==> src/rtl/shf_unit.sv <==
// Logical barrel shifter with sticky flag for mantissa alignment/normalisation.
// Direction fixed at build time; combinational result plus a registered copy.
module shf_unit #(
  parameter int LEFT_RIGHT = 0,
  parameter int SIZE_DATA  = 24,
  parameter int SIZE_SHIFT = 5
) (
  input  logic                  i_clk,
  input  logic                  i_rst,
  input  logic [SIZE_SHIFT-1:0] i_shift_number,
  input  logic [SIZE_DATA-1:0]  i_data,
  output logic [SIZE_DATA-1:0]  o_data,
  output logic                  o_sticky,
  output logic [SIZE_DATA-1:0]  o_data_q,
  output logic                  o_sticky_q
);

  localparam int W = SIZE_DATA;

  logic [W-1:0] stage_data   [0:SIZE_SHIFT];
  logic         stage_sticky [0:SIZE_SHIFT];

  logic [W-1:0] data_d, data_q;
  logic         sticky_d, sticky_q;

  assign stage_data[0]   = i_data;
  assign stage_sticky[0] = 1'b0;

  genvar gi;
  generate
    for (gi = 0; gi < SIZE_SHIFT; gi++) begin : g_stage
      localparam int AMT = 1 << gi;
      logic [W-1:0] shifted;
      logic         lost;

      // A stage whose step covers the whole word discards every bit it sees.
      if (AMT >= W) begin : g_full
        assign shifted = '0;
        assign lost    = |stage_data[gi];
      end else if (LEFT_RIGHT == 0) begin : g_left
        assign shifted = stage_data[gi] << AMT;
        assign lost    = |stage_data[gi][W-1 -: AMT];
      end else begin : g_right
        assign shifted = stage_data[gi] >> AMT;
        assign lost    = |stage_data[gi][AMT-1:0];
      end

      assign stage_data[gi+1]   = i_shift_number[gi] ? shifted : stage_data[gi];
      assign stage_sticky[gi+1] = stage_sticky[gi] | (i_shift_number[gi] & lost);
    end
  endgenerate

  assign o_data   = stage_data[SIZE_SHIFT];
  assign o_sticky = stage_sticky[SIZE_SHIFT];

  assign data_d   = o_data;
  assign sticky_d = o_sticky;

  always_ff @(posedge i_clk or posedge i_rst) begin
    if (i_rst) begin
      data_q   <= '0;
      sticky_q <= 1'b0;
    end else begin
      data_q   <= data_d;
      sticky_q <= sticky_d;
    end
  end

  assign o_data_q   = data_q;
  assign o_sticky_q = sticky_q;

endmodule

==> config.mk <==
export PLATFORM = sky130hd
export DESIGN_NAME = shf_unit
export DESIGN_NICKNAME = d
export VERILOG_FILES = /design/src/rtl/shf_unit.sv
export SDC_FILE = /design/constraint.sdc
export NUM_CORES = 1
export LEC_CHECK = 0
export BUFFER_PORTS_ARGS = -buffer_cell sky130_fd_sc_hd__buf_2
export CAP_MARGIN = 40
export CELL_PAD_IN_SITES_DETAIL_PLACEMENT = 1
export CELL_PAD_IN_SITES_GLOBAL_PLACEMENT = 1
export CORE_MARGIN = 5
export CORE_UTILIZATION = 38
export DETAILED_ROUTE_END_ITERATION = 7
export GPL_ROUTABILITY_DRIVEN = 0
export GPL_TIMING_DRIVEN = 1
export HOLD_SLACK_MARGIN = 0.12
export PLACE_DENSITY = 0.85
export SETUP_SLACK_MARGIN = 0.02
export SLEW_MARGIN = 40
export SYNTH_ARGS = -nofsm -noshare
export SYNTH_HDL_FRONTEND = slang
export SYNTH_SLANG_ARGS = --single-unit
export TNS_END_PERCENT = 50
==> constraint.sdc <==
create_clock -name i_clk -period 6.9 [get_ports i_clk]
set_input_delay 1.725 -clock i_clk [delete_from_list [all_inputs] [get_ports i_clk]]
set_output_delay 1.725 -clock i_clk [all_outputs]
set_load 0.03 [all_outputs]
* After elaboration in Yosys (flattened, before gate mapping)
Cells that the tools add are included.
** Storage, ports and cells
- Register bits :: 25
- Input bits :: 31
** Operators by class
- Mux-type cells :: 5
- Bitwise logic cells :: 9
- Reduce and logical (&&, ||, !) cells :: 4
** Operator list (number)
- $mux W24 :: 5
- $reduce_or A16 Y1 :: 1
- $reduce_or A8 Y1 :: 1
- $and A1 B1 Y1 :: 5
- $or A1 B1 Y1 :: 4
- $reduce_or A4 Y1 :: 1
- $reduce_or A2 Y1 :: 1

* Longest topological paths before layout
- Word-level depth :: 7
- Depth in mapped cells :: 10

* Worst setup path before layout
OpenSTA, ideal clock, no wires.
- Path kind :: input to output
- From :: input i_shift_number[0]
- To :: output o_sticky
- Arrival :: 3761 ps
- Required time :: 5175 ps
- Path slack :: 1414 ps
- Stages :: 7
- Path buffers :: 1
- Cell sequence :: buf_6 mux4_2 mux4_2 nor3_2 nand4_1 nor4_1 o221ai_1
** Between the ends
- Longest elaborated chain between the ends :: 7
- Elaborated cells between the ends (all ways) :: 17
- Those cells by class :: mux (4); bitwise (9); reduce/logical (4)
** Ends and longest elaborated chain
- start: declaration :: line 10 : input logic [SIZE_SHIFT-1:0] i_shift_number,
- $mux W24 :: line 48 : assign stage_data[gi+1] = i_shift_number[gi] ? shifted : stage_data[gi];
- $mux W24 / $reduce_or A2 Y1 (equally long branches) :: line 48, 42
- $mux W24, or another cell as far along (2 in a row) :: line 48
- $reduce_or A16 Y1, or another cell as far along :: line 42 : assign lost = |stage_data[gi][W-1 -: AMT];
- $and A1 B1 Y1 / $or A1 B1 Y1 (equally long branches) :: line 49 : assign stage_sticky[gi+1] = stage_sticky[gi] | (i_shift_number[gi] & lost);
- $or A1 B1 Y1 (*) :: line 49
- end: declaration :: line 13 : output logic o_sticky,
Mark *: on every way between the ends. The rest lies on a longest branch, timed or not.

* Worst setup path after layout
Ends and elaborated chain as after synthesis.

==> reports/summary.txt <==
# DRC = 0
Measured slew at the worst slew-check pin = 711.2 ps
Fmax achieved = 164.5 MHz
Vias per std cell = 5.883
Io pins = 81
Die width = 83.01 µm
CP Data Required Time = 5180 ps
Cell area after layout = 2497 µm²
Critical path's most frequent cell = mux4_2
CP Class = in -> out
Grt ovf = 0
Most common cell after layout, fill and taps aside = buf_2
Top_reg_cell synth = dfrtp_1
# setup viols final = 0
Initial antenna violation count = 0
Initial DRC Count = 139
Post-DP Area = 2449 µm²
Total track usage = 19.45%
Fin. Hold Viols = 0
#FFs+latches synth = 25
Resized Gates After CTS = 0
Maxcap violations = 0
First-pass GRT wire length = 11.13 mm
Critical Path AT = 4350 ps
Port bufs = 80
Grt met3 use = 4.158%
Final hold slack = 1467 ps
Outcome = finished clean
Synthesized Nets = 250
Post-CTS Hold Buffers = 0
Sequential fraction of the synthesis area = 30.88%
CP max stage delay = 620 ps
Met1 Usage GRT = 25.45%
Largest net degree at the start of global routing = 37
Root buffer cell = clkbuf_8
FF+latch area = 625.6 µm²
Syn Area/Cell = 9.250 µm²
Vias in the first global route = 2086
Share of cells above drive strength 1 = 38.54%
Row cnt = 26
Drt wl/cell = 19.14 µm
PD cells = 176.9 nW/µm²
Area taken by multi-input logic gates = 1294 µm²
Clock tree buffer depth = 2
Post-DP HPWL = 5.446 mm
Most Crowded Layer GR = met2
Synth Cell Area = 2026 µm²
Pins over their slew limit = 0
Post-CTS Setup Bufs = 0
Setup crit start kind = input port
Layout Utilization = 48.59%
FFs w/ async S/R, synth = 100.0%
Clock Sinks = 25
Ant. Diodes = 0
Drt total wl = 6.852 mm
Hold/Removal Path Class = in -> async
Setup WS pre-CTS = 572.6 ps
Tcrit/Tclk final = 88.09%
Final worst slack = 821.6 ps
Post-DRT Antenna Nets = 0
Initial Util = 39.41%
Die area = 6891 µm²
CP Capture Type = primary output
Final-stage net count = 320
Number of synthesized flops with an enable pin = 0
Core area = 5140 µm²
Layout area overhead = 23.29%
CTS tree = built
Clock transition at path regs = 90 ps
Most frequent cells in the layout = buf_2 (79), nand2_1 (30), dfrtp_1 (25)
Die Height = 83.01 µm
RSZ-0062 raised after global routing = false
Largest vdd supply drop = 65.95 µV
Netlist cell types = 40
Synth warn = 0
# fillers = 646
Crit-path cells = buf_4 > mux4_2 > mux4_2 > nor3_2 > nand4_1 > nor4_1 > o221ai_1 > buf_2
Post-Synthesis Cells = 219
Num CTS Buffers = 3
Rel. slew slack = 52.59%
Min Tclk post-route = 6078 ps
Vias = 2106
Setup TNS = 0 ps
Crit path max-delay cell type = mux4_2
Initial DRT Pass Iterations = 4
Max FO, Critical Path = 36
H-tree depth = 1
Met2 usage = 32.80%
P_leak = 1.240 nW
[worst max-delay path, delay by kind of cell]
| family | cells | cell delay, ps |
|---|---|---|
| mux | 2 | 1150 |
| simple gates | 3 | 690 |
| buf+inv | 2 | 610 |
| compound gates | 1 | 180 |
[path summary, 6_finish.rpt]
check / from / end / slack, ps / cells past startpoint
setup / recovery: i_shift_number[0] / o_sticky / 820 / 8
max in group asynchronous: i_rst / o_data_q[20] / 5090 / 2
hold / removal: i_rst / o_data_q[5] / 1470 / 2
min in group i_clk: i_data[16] / o_sticky_q / 1850 / 4
[per-layer routing]
layer,vias up,share of wire (%)
met1,1034,42
li1,957,-
met2,104,49
met4,0,1.2
met5,-,0
met3,11,8.3
[sequential cells by signal, indices dropped and copies added, names as in the netlist]
name	cells
o_data_q	24
o_sticky_q	1
[report_power, final]
group	leakage, nW	total [mW]	switching, mW	internal (mW)
sequential	0.325	0.159	0.00215	0.157
combinational	0.890	0.196	0.131	0.0648
clock	0.0255	0.0871	0.0466	0.0405
total	1.24	0.442	0.180	0.262
[through the flow]
| step | total power [mW] | std cells |
|---|---|---|
| 3_3_place_gp | 0.3518 | 354 |
| 2_1_floorplan | 0.2964 | 219 |
| 3_5_place_dp | 0.3561 | 354 |
| 4_1_cts | 0.4429 | 358 |
| 6_report | 0.4418 | 358 |
| 5_1_grt | 0.4632 | 358 |
[layout make-up]
| type | instances | area share (%) |
|---|---|---|
| inverters | 7 | 1.052 |
| clock inverters | 1 | 0.2004 |
| well taps | 70 | 3.507 |
| repair buffers | 82 | 16.73 |
| clock buffers | 3 | 1.653 |
| multi-input cells | 170 | 51.80 |
| flip-flops and latches | 25 | 25.05 |
[cells in the mapped netlist, types with 2 or more instances]
library cell | instances | area share [%]
mux4_2 | 13 | 14
a22oi_1 | 2 | 0.74
o211a_1 | 2 | 0.99
o221ai_1 | 2 | 0.86
mux2_2 | 9 | 5.0
nand3_1 | 5 | 1.2
o21ai_0 | 12 | 3.0
buf_2 | 4 | 0.99
o22a_1 | 3 | 1.3
a2111oi_0 | 3 | 1.3
nand2b_1 | 4 | 1.2
clkinv_1 | 2 | 0.37
inv_1 | 5 | 0.93
dfrtp_1 | 25 | 31
a21oi_1 | 9 | 2.2
nand2_1 | 30 | 5.6
a21o_1 | 2 | 0.74
nor2b_1 | 2 | 0.62
or4_1 | 2 | 0.74
mux2i_1 | 22 | 11
clkbuf_1 | 10 | 1.9
nor2_1 | 20 | 3.7
nor4_1 | 5 | 1.5
nor3_1 | 5 | 1.2
o22ai_1 | 5 | 1.5
nand4_1 | 2 | 0.62
[kinds of logic after synthesis]
group           after synthesis  share of synthesized area [%]
buf+inv                      24                          5.251
mux                          44                          30.33
simple gates                 79                          18.04
flops                        25                          30.88
compound gates               47                          15.50
(Power assumes the default switching activity.)
